`src/rtl/intersection_controller.sv`:
```
// Two-approach intersection sequencer with internal phase timer and request latches.
// Optional pedestrian walk phase is enabled by defining INTERSECTION_PED_EN.
module intersection_controller #(
    parameter int CNT_W       = 16,
    parameter int GREEN_MIN   = 4,
    parameter int GREEN_MAX   = 8,
    parameter int YELLOW_TIME = 2,
    parameter int ALLRED_TIME = 1,
    parameter int WALK_TIME   = 3
) (
    input  logic             clock,
    input  logic             reset,
    input  logic             ns_sensor,
    input  logic             ew_sensor,
`ifdef INTERSECTION_PED_EN
    input  logic             ped_request,
`endif
    output logic             ns_red,
    output logic             ns_green,
    output logic             ns_yellow,
    output logic             ew_red,
    output logic             ew_green,
    output logic             ew_yellow,
`ifdef INTERSECTION_PED_EN
    output logic             walk,
`endif
    output logic [2:0]       phase,
    output logic [CNT_W-1:0] phase_cnt
);

    localparam longint MAX_DUR = (longint'(1) << CNT_W) - 1;

    if (CNT_W < 1 || GREEN_MIN < 1 || GREEN_MAX < GREEN_MIN || YELLOW_TIME < 1 ||
        ALLRED_TIME < 1 || WALK_TIME < 1 || longint'(GREEN_MAX) > MAX_DUR ||
        longint'(YELLOW_TIME) > MAX_DUR || longint'(ALLRED_TIME) > MAX_DUR ||
        longint'(WALK_TIME) > MAX_DUR) begin : g_bad_params
        $error("intersection_controller: illegal duration parameters");
    end

    localparam logic [CNT_W-1:0] GMIN_END   = CNT_W'(GREEN_MIN - 1);
    localparam logic [CNT_W-1:0] GMAX_END   = CNT_W'(GREEN_MAX - 1);
    localparam logic [CNT_W-1:0] YELLOW_END = CNT_W'(YELLOW_TIME - 1);
    localparam logic [CNT_W-1:0] ALLRED_END = CNT_W'(ALLRED_TIME - 1);
`ifdef INTERSECTION_PED_EN
    localparam logic [CNT_W-1:0] WALK_END   = CNT_W'(WALK_TIME - 1);
`endif

    typedef enum logic [2:0] {
        NS_GREEN  = 3'd0,
        NS_YELLOW = 3'd1,
        ALL_RED_A = 3'd2,
        EW_GREEN  = 3'd3,
        EW_YELLOW = 3'd4,
        ALL_RED_B = 3'd5,
        WALK      = 3'd6
    } state_t;

    state_t           state;
    state_t           nxt;
    logic [CNT_W-1:0] elapsed;
    logic             ew_req;
    logic             ped_req;
    logic             ns_sensor_unused;

    assign ns_sensor_unused = ns_sensor;

`ifndef INTERSECTION_PED_EN
    assign ped_req = 1'b0;
`endif

    always_comb begin
        nxt = state;
        case (state)
            NS_GREEN:  if (elapsed >= GMIN_END && (ew_req || ew_sensor || ped_req)) nxt = NS_YELLOW;
            NS_YELLOW: if (elapsed == YELLOW_END) nxt = ALL_RED_A;
            ALL_RED_A: if (elapsed == ALLRED_END) nxt = EW_GREEN;
            EW_GREEN:  if (elapsed >= GMIN_END && (!ew_sensor || elapsed == GMAX_END)) nxt = EW_YELLOW;
            EW_YELLOW: if (elapsed == YELLOW_END) nxt = ALL_RED_B;
            ALL_RED_B: if (elapsed == ALLRED_END) nxt = ped_req ? WALK : NS_GREEN;
`ifdef INTERSECTION_PED_EN
            WALK:      if (elapsed == WALK_END) nxt = NS_GREEN;
`endif
            default:   nxt = ALL_RED_B;
        endcase
    end

    // Lights are registered from the next state so they line up with phase.
    always_ff @(posedge clock) begin
        if (reset) begin
            state     <= ALL_RED_B;
            elapsed   <= '0;
            ew_req    <= 1'b0;
            ns_red    <= 1'b1;
            ns_green  <= 1'b0;
            ns_yellow <= 1'b0;
            ew_red    <= 1'b1;
            ew_green  <= 1'b0;
            ew_yellow <= 1'b0;
`ifdef INTERSECTION_PED_EN
            ped_req   <= 1'b0;
            walk      <= 1'b0;
`endif
        end else begin
            state <= nxt;
            if (nxt != state)
                elapsed <= '0;
            else if (elapsed != '1)
                elapsed <= elapsed + 1'b1;

            if (nxt == EW_GREEN && state != EW_GREEN)
                ew_req <= 1'b0;
            else if (ew_sensor && state != EW_GREEN)
                ew_req <= 1'b1;

            ns_green  <= (nxt == NS_GREEN);
            ns_yellow <= (nxt == NS_YELLOW);
            ns_red    <= !(nxt == NS_GREEN || nxt == NS_YELLOW);
            ew_green  <= (nxt == EW_GREEN);
            ew_yellow <= (nxt == EW_YELLOW);
            ew_red    <= !(nxt == EW_GREEN || nxt == EW_YELLOW);
`ifdef INTERSECTION_PED_EN
            if (nxt == WALK && state != WALK)
                ped_req <= 1'b0;
            else if (ped_request && state != WALK)
                ped_req <= 1'b1;
            walk <= (nxt == WALK);
`endif
        end
    end

    assign phase     = state;
    assign phase_cnt = elapsed;

endmodule

```
`config.mk`:
```
export PLATFORM = sky130hd
export DESIGN_NAME = intersection_controller
export DESIGN_NICKNAME = d
export VERILOG_FILES = /design/src/rtl/intersection_controller.sv
export SDC_FILE = /design/constraint.sdc
export NUM_CORES = 1
export LEC_CHECK = 0
export BUFFER_PORTS_ARGS = -buffer_cell sky130_fd_sc_hd__buf_2
export CORE_ASPECT_RATIO = 0.8
export CORE_MARGIN = 1
export CORE_UTILIZATION = 55
export DETAILED_ROUTE_END_ITERATION = 6
export HOLD_SLACK_MARGIN = 0.03
export PLACE_DENSITY = 0.8
export SYNTH_ARGS = -nofsm -noshare
export SYNTH_HDL_FRONTEND = slang
export SYNTH_SLANG_ARGS = --single-unit
```
`constraint.sdc`:
```
create_clock -name clock -period 5.3 [get_ports clock]
set_clock_uncertainty 0.05 [all_clocks]
set_input_delay 0.795 -clock clock [delete_from_list [all_inputs] [get_ports clock]]
set_output_delay 0.795 -clock clock [all_outputs]
set_load 0.02 [all_outputs]
```
==> results of run 1 <==
per-layer routing:
layer / vias to the layer above / routed length, µm / GRT usage [%]
met5: - / 0 / 0
met3: 8 / 160 / 5.14
met2: 50 / 1320 / 36.0
met1: 609 / 1590 / 32.0
li1: 669 / - / -
met4: 0 / 44 / 4.76
power breakdown:
| part | total (mW) | internal (mW) | switching [mW] |
|---|---|---|---|
| sequential | 0.259 | 0.228 | 0.0314 |
| combinational | 0.264 | 0.0921 | 0.172 |
| clock | 0.137 | 0.0765 | 0.0600 |
cell usage after synthesis (all sizes together) (2+ instances only):
cell type / n
and4: 3
dfxtp: 26
nor3: 16
nand2: 14
nand4: 3
or4: 4
clkbuf: 2
buf: 4
and2: 2
a31oi: 7
and3: 3
inv: 7
xnor2: 8
nand3: 10
nor2: 9
nor2b: 3
a2111oi: 2
a21oi: 5
or3: 3
nor4: 5
mux2i: 4
a41oi: 2
a211oi: 4
ha: 3
layout make-up:
type | instances | area [µm²] | area share [%]
inverter | 7 | 26.3 | 1.60
tap | 36 | 45.0 | 2.75
timing repair buffer | 27 | 135 | 8.24
sequential | 26 | 520 | 31.7
clock inverter | 1 | 30.0 | 1.83
clock buffer | 3 | 22.5 | 1.37
multi-input combinational | 123 | 861 | 52.5
kinds of logic after synthesis:
family / after synthesis / synth area share (%)
muxes: 4 / 2.77
xor gates and xnor gates: 9 / 5.46
AOI/OAI and AO/OA: 29 / 15.5
DFF: 26 / 36.0
adders and majority gates: 3 / 2.60
and+or+nand+nor: 78 / 32.8
buffers and inverters: 13 / 4.77
metrics by stage:
step | worst slack (ps) | instance area, µm² | hold slack, ps
2_1_floorplan | 2600 | 1440 | 438
3_3_place_gp | 2210 | 1590 | 459
3_5_place_dp | 2210 | 1590 | 466
4_1_cts | 2180 | 1640 | 484
5_1_grt | 1930 | 1640 | 540
6_report | 2140 | 1640 | 480
registers in the layout, summed over array words and instances, names as in the netlist:
signal,flops
ns_red,1
ew_yellow,1
ns_green,1
ew_req,1
ns_yellow,1
phase,3
ew_green,1
phase_cnt,16
ew_red,1
cells in the final DEF, fill, tap and decap left out, types with 3 or more instances in the layout:
cell      count
a211oi_1      4
a21oi_1       5
a31oi_1       6
and3_1        3
and4_1        3
buf_2        27
clkbuf_4      3
dfxtp_1      26
ha_1          3
inv_1         7
mux2i_1       4
nand2_1      14
nand3_1      10
nand4_1       3
nor2_1        9
nor2b_1       3
nor3_1        6
nor3_2       10
nor4_1        4
or3_1         3
or4_1         3
xnor2_1       8
worst max-delay path by stage:
stage / from / end / slack [ps]
after floorplan: phase_cnt[12] / phase_cnt[3] / 2600
after global placement: phase_cnt[12] / phase_cnt[14] / 2210
after CTS: phase_cnt[12] / phase_cnt[14] / 2180
after detailed placement: phase_cnt[12] / phase_cnt[14] / 2210
after global routing: phase_cnt[12] / phase_cnt[14] / 1930
final: phase_cnt[12] / phase_cnt[14] / 2140
worst reg2reg max path, cell delays in order, from the launching register on:
cell     delay [ps]
dfxtp_1         420
or4_4           600
nor4_2          690
nand3_1         170
a31oi_2         930
nor4_1          160
==> results.toml, run 1 <==
[status]
outcome = "complete, no violations"

[clocking]
cts_resized = 0
cts_tree = "built"
htreeDepth = 1
cts_setup_buffers = 0
cts_buffer_depth = 2
cts_buffers = 3
cts-root-buf = "clkbuf_4"
ctsHoldBuffers = 0
clk_latency_ps = 320
clk_pin_slew_worst_paths_ps = 150
numClockSinks = 26

[yosys]
synthArstFlopShare_pct = 0
synth-seq-area-share_pct = 36.0
syn_area_mm2 = 0.00144
syn-num-nets = 169
avgSynthCellArea_um2 = 8.91
synth_edf_count = 0
synth_seq_cells = 26
yosysTopAreaCell = "dfxtp_1"
synth.area.top_cells = "dfxtp_1 (36%), nor3_2 (6.9%), xnor2_1 (4.9%)"
yosysUniqueCellTypes = 42
yosys.area.top_type_share_pct = 36.0
ys.flop_type = "dfxtp_1"
yosysWarnings = 0
synthCells = 162

[setup_path]
startpoint_type = "flop"
end_kind = "flop"
crit_fanout = 16
worst-path-stages = 5
ff2ff_setup_slack_ps = 2140
cp_slowest_stage_delay_ps = 930
regToRegEndpoint = "phase_cnt[14]"
path_class = "reg2reg"
cp_cell_sequence = "or4_4 -> nor4_2 -> nand3_1 -> a31oi_2 -> nor4_1"
critPathArrivalTime_ps = 3280
crit_family = "simple AND/OR/NAND/NOR gates"
path_buf_inv = 0
slowest_stage = "a31oi_2"
r2r_start = "phase_cnt[12]"
r2r_cells = 5
critPathRequiredTime_ps = 5420

[die]
rows = 16
core_area_mm2 = 0.00246
initial_utilization_pct = 58.6
die-area_mm2 = 0.00284
num_io_pins = 29
die_h_um = 47.8
fp.dieW_um = 59.3

[sta]
setup_viol = 0
slew_viol_final = 0
slew_headroom_pct = 25.5
post-route-period-util_pct = 59.6
rsz0062_at_grt = "false"
finalHoldViolCount = 0
fin_crit_ps = 3160
fmax_mhz = 317
worst_pin_slew_ps = 1110
finalSetupTns_ps = 0

[route]
dr_total_vias = 1336
dr.pass1.iters = 4
drtIter0Drc = 86
antenna_left = 0
vias_per_cell = 5.99
drc = 0
wire_per_inst_um = 14.0
wirelength_mm = 3.12

[final_layout]
diodes = 0
drive_gt1_share_pct = 25.7
nFillCells = 217
fin_util_pct = 66.6
fin_cells = 223
fin_nets = 195
syn2layout_area_growth_pct = 13.6

[job]
drv_cap = 0

[min_path]
hold_end = "ew_req"
min_path_cells = 2
hold_path.class = "reg2reg"
min_from = "ew_req"

[power]
power_density_mw_per_mm2 = 402
p_leak_nw = 0.645
vdd_drop_max_uv = 284
finalPower_uw = 660

[global_route]
grt_overflow_total = 0
grt_pass1_wl_mm = 4.82
antenna_found_initial = 0
grt_use_total_pct = 22.7
grt_max_degree = 17
grt_pass1_vias = 1049

[placement]
place_inst = 219
hpwl_mm = 2.29
port_buffers = 27
place.gp.congestion = 0.814
(Power assumes the default switching activity.)
==> inputs of run 2 (changes only) <==
Settings changed: ABC_AREA from default to 1, CORE_UTILIZATION 55 to 49, PLACE_DENSITY 0.8 to 0.75.
Clock period 5.3 ns to 2.8 ns, I/O delays scaled along.
==> run 2 against run 1 <==
Sequential cell count stayed put. Register-to-register slack got worse by 1500 ps. Via count fell by 4.3%. Count of clock-buffer cells in the layout is 1 higher. Routed wire length shrank 5.0%. Final area is 5.6% higher. Cell count is 21% higher. Die area is 17% higher. Clock power up 74%. Non-clock buffer count did not move. Worst setup slack worse by 1500 ps. Sequential power up 76%. Critical path type unchanged. Critical endpoint is now phase_cnt[2]. Highest routed layer unchanged.
==> results.toml, run 2 <==
[status]
outcome = "complete, no violations"

[sta]
finalSetupTns_ps = 0
rsz0062_at_grt = "false"
slew_headroom_pct = 67.3
setup_viol = 0
worst_pin_slew_ps = 487
finalHoldViolCount = 0
post-route-period-util_pct = 75.8
fmax_mhz = 471
fin_crit_ps = 2120
slew_viol_final = 0

[clocking]
htreeDepth = 1
clk_pin_slew_worst_paths_ps = 90
numClockSinks = 26
cts_setup_buffers = 0
cts_tree = "built"
cts_buffer_depth = 2
cts-root-buf = "clkbuf_8"
cts_buffers = 3
ctsHoldBuffers = 0
cts_resized = 0
clk_latency_ps = 270

[route]
wirelength_mm = 2.96
vias_per_cell = 4.73
drc = 0
drtIter0Drc = 64
wire_per_inst_um = 11.0
dr.pass1.iters = 4
dr_total_vias = 1278
antenna_left = 0

[power]
vdd_drop_max_uv = 341
power_density_mw_per_mm2 = 641
p_leak_nw = 0.778

[global_route]
grt_overflow_total = 0
grt_use_total_pct = 20.4
antenna_found_initial = 0
grt_pass1_wl_mm = 5.09
grt_max_degree = 17
grt_pass1_vias = 1112

[setup_path]
path_class = "reg2reg"
critPathArrivalTime_ps = 2230
crit_fanout = 16
startpoint_type = "flop"
end_kind = "flop"
critPathRequiredTime_ps = 2900

[yosys]
synth-seq-area-share_pct = 34.3
synth_seq_cells = 26
syn_area_mm2 = 0.00152
ys.flop_type = "dfxtp_1"
synth_edf_count = 0
yosysUniqueCellTypes = 26
synthArstFlopShare_pct = 0
yosysWarnings = 0
syn-num-nets = 210
synthCells = 203
synth.area.top_cells = "dfxtp_1 (34%), nor2_1 (11%), nor2_4 (8.9%)"
synth_commonest_cells = "nor2_1 (45), nand2_1 (27), dfxtp_1 (26), inv_1 (22), nand3_1 (17)"
yosys.area.top_type_share_pct = 34.3
yosysTopAreaCell = "dfxtp_1"
post-synth-top-count-cell = "nor2_1"
avgSynthCellArea_um2 = 7.48

[final_layout]
drive_gt1_share_pct = 25.9
layout_common_cells = "nor2_1 (45), nand2_1 (27), buf_2 (27)"
fin_nets = 240
fin_area_mm2 = 0.00173
largest_reg_flops = 16
nFillCells = 285
fin_cells = 270
diodes = 0
final_common_cell = "nor2_1"
syn2layout_area_growth_pct = 14.0

[die]
num_io_pins = 29
fp.dieW_um = 64.3
core_area_mm2 = 0.00285
die_h_um = 51.8
initial_utilization_pct = 53.3
die-area_mm2 = 0.00333
rows = 17

[placement]
hpwl_mm = 2.26
port_buffers = 27
place.gp.congestion = 0.817
placed_area_mm2 = 0.00168
place_inst = 266

[min_path]
hold_path.class = "in2reg"

[job]
drv_cap = 0
-- run 2: changes by cell type after synthesis, sizes merged, moves of 7 or more --
| cell | previous run | this run |
|---|---|---|
| a31oi | 7 | 0 |
| inv | 7 | 23 |
| nand2 | 14 | 36 |
| nand3 | 10 | 18 |
| nor2 | 9 | 62 |
| nor3 | 16 | 8 |
| xor2 | 1 | 10 |
-- run 2: through the flow --
step	utilization [%]	hold slack [ps]	power, mW	setup WS [ps]
2_1_floorplan	-	439	0.810	863
3_3_place_gp	58.8	476	0.875	733
3_5_place_dp	58.8	487	0.881	699
4_1_cts	60.8	309	1.13	671
5_1_grt	60.8	313	1.19	487
6_report	60.8	319	1.11	677
-- run 2: worst max-delay path, cell delays in order, from the launching register on --
cell	delay, ps
dfxtp_1	390
ha_1	270
inv_1	140
nand2_1	70
nor2_1	130
nand2_2	90
nand2_1	100
nand2_2	70
nor2_4	90
nand3_2	90
nand2_1	80
nand2_2	60
nand2_4	290
nor2_1	80
-- run 2: path summary, 6_finish.rpt --
check	start	to	slack, ps	cells after the start
worst max-delay path	phase_cnt[0]	phase_cnt[2]	680	13
worst min-delay path	reset	phase[1]	320	2
worst max register to register	phase_cnt[0]	phase_cnt[2]	680	13
worst min register to register	ew_req	ew_req	530	2
-- run 2: cell type report --
cell class	count	area (µm²)	share of cell area (%)
clock buffer	4	55.1	3.18
multi-input combinational	152	887	51.2
tap	38	47.5	2.75
inverter	23	86.3	4.99
timing repair buffer	27	135	7.80
sequential	26	520	30.1
-- run 2: cell families after synthesis --
family | synth area share, %
AO/OA/AOI/OAI | 2.22
XOR/XNOR | 8.07
adder cells (fa/ha/maj) | 2.47
buffers and inverters | 7.33
flip-flops | 34.3
multiplexers | 0.659
AND/OR/NAND/NOR | 45.0
-- run 2: metal layers --
| layer | global-route usage [%] | up-vias | wire [µm] |
|---|---|---|---|
| met5 | 0 | - | 0 |
| met4 | 6.67 | 0 | 36 |
| met3 | 4.61 | 4 | 110 |
| met2 | 30.5 | 23 | 1220 |
| met1 | 28.7 | 557 | 1600 |
| li1 | - | 694 | - |
-- run 2: report_power, final --
group          internal [mW]  switching (mW)
combinational          0.122           0.292
clock                  0.126           0.114
sequential             0.419          0.0378
total                  0.667           0.443
==> inputs of run 3 (changes only) <==
Settings changed: CORE_UTILIZATION 49 to 54, PLACE_DENSITY 0.75 to 0.78.
Clock period 2.8 ns to 2.2 ns, I/O delays scaled along.
==> run 3 against run 2 <==
Clock power rose by 36%. Sequential share of layout area is 1.0 points lower. Power is 38% higher. Maximum frequency grew 7.9%. Routed wire length fell by 0.14%. Critical endpoint is now phase_cnt[12].
==> results.toml, run 3 (synthesized netlist as in run 2, its figures left out) <==
[global_route]
grt_use_total_pct = 22.4
grt_overflow_total = 0
grt_pass1_wl_mm = 5.09
grt_max_degree = 16
antenna_found_initial = 0
grt_pass1_vias = 1136

[sta]
worst_pin_slew_ps = 460
slew_headroom_pct = 69.1
slew_viol_final = 0
rsz0062_at_grt = "false"
setup_viol = 0
post-route-period-util_pct = 89.5
fmax_mhz = 508
finalHoldViolCount = 0
fin_crit_ps = 1970
finalSetupTns_ps = 0

[setup_path]
startpoint_type = "flop"
critPathArrivalTime_ps = 2150
regToRegEndpoint = "phase_cnt[12]"
crit_start = "phase_cnt[0]"
end_kind = "flop"
crit_fanout = 7
slowest_stage = "dfxtp_2"
critPathRequiredTime_ps = 2390
r2r_start = "phase_cnt[0]"
r2r_cells = 14
cp_slowest_stage_delay_ps = 390
ff2ff_setup_slack_ps = 230
cp_cell_sequence = "ha_1 -> inv_2 -> nand2_1 -> nor2_1 -> nand2_2 -> nand2_1 -> nand2_2 -> nor2_4 -> nand3_2 -> nand2_1 -> nand2_2 -> nand2_4 -> buf_12 -> nor2_4"
path_class = "reg2reg"

[power]
p_leak_nw = 0.818
vdd_drop_max_uv = 733
power_density_mw_per_mm2 = 853
finalPower_mw = 1.53

[min_path]
hold_path.class = "in2reg"
hold_end = "ns_yellow"
min_path_cells = 2
min_from = "reset"

[die]
core_area_mm2 = 0.00256
initial_utilization_pct = 59.3
die-area_mm2 = 0.00303
die_h_um = 49.4
num_io_pins = 29
rows = 16
fp.dieW_um = 61.3

[clocking]
clk_pin_slew_worst_paths_ps = 140
cts_tree = "built"
clk_latency_ps = 320
ctsHoldBuffers = 0
cts_buffer_depth = 2
cts_buffers = 3
htreeDepth = 1
numClockSinks = 26
cts-root-buf = "clkbuf_4"

[route]
antenna_left = 0
drc = 0
dr_total_vias = 1297
wire_per_inst_um = 10.8
drtIter0Drc = 41
dr.pass1.iters = 4
wirelength_mm = 2.96
vias_per_cell = 4.73

[final_layout]
nFillCells = 254
layout_common_cells = "nor2_1 (45), nand2_1 (27), buf_2 (27)"
syn2layout_area_growth_pct = 18.4
fin_nets = 246
drive_gt1_share_pct = 28.6
largest_reg_flops = 16
diodes = 0
final_common_cell = "nor2_1"

[placement]
port_buffers = 27
place.gp.congestion = 0.902
hpwl_mm = 2.30

[status]
outcome = "complete, no violations"

[job]
drv_cap = 0
==> run 3: how the worst max path moves through the flow <==
stage | to | depth (start not counted)
after floorplan | phase_cnt[6] | 14
after global placement | phase_cnt[12] | 14
after detailed placement | phase_cnt[12] | 14
after CTS | phase_cnt[12] | 14
after global routing | phase_cnt[9] | 14
final | phase_cnt[12] | 14
==> run 3: routing by layer <==
metal  part of all wire [%]  GRT usage, %  routed length, µm
met5                      0             0                  0
met3                    5.1          5.31                152
met1                     55          34.5               1620
met4                   0.98          6.06                 29
met2                     39          30.4               1150
==> run 3: area by class of cell <==
class	count	area [µm²]	area share (%)
multi-input cells	152	887	49.3
flip-flops and latches	26	522	29.0
repair buffers	33	205	11.4
inverters	23	86.3	4.80
well taps	36	45.0	2.51
clock inverters	1	30.0	1.67
clock buffers	3	22.5	1.25
==> run 3: critical path, delay by kind of cell, from the launching register on <==
kind	cells	cell delay, ps
and+or+nand+nor	11	940
DFF	1	390
adders and majority gates	1	260
buffers and inverters	2	260
==> run 3: metrics by stage <==
stage	hold slack, ps	worst slack (ps)	cells	instance area, µm²	utilization [%]
after floorplan	349	263	203	1520	-
after global placement	481	106	269	1720	67.3
after detailed placement	498	114	269	1720	67.3
after CTS	153	85.1	273	1780	69.3
after global routing	165	42.0	274	1800	70.2
final	177	232	274	1800	70.2
==> run 3: where the power goes <==
group	internal [mW]	switching, mW	leakage, nW
registers	0.534	0.0453	0.212
logic	0.237	0.394	0.578
clock network	0.184	0.140	0.0279
total	0.955	0.579	0.818
==> run 3: what timing repair did <==
action / CTS / global route
endpoints found under the setup margin: 0 / 9
gates resized for setup: 0 / 2
setup buffers: 0 / 1
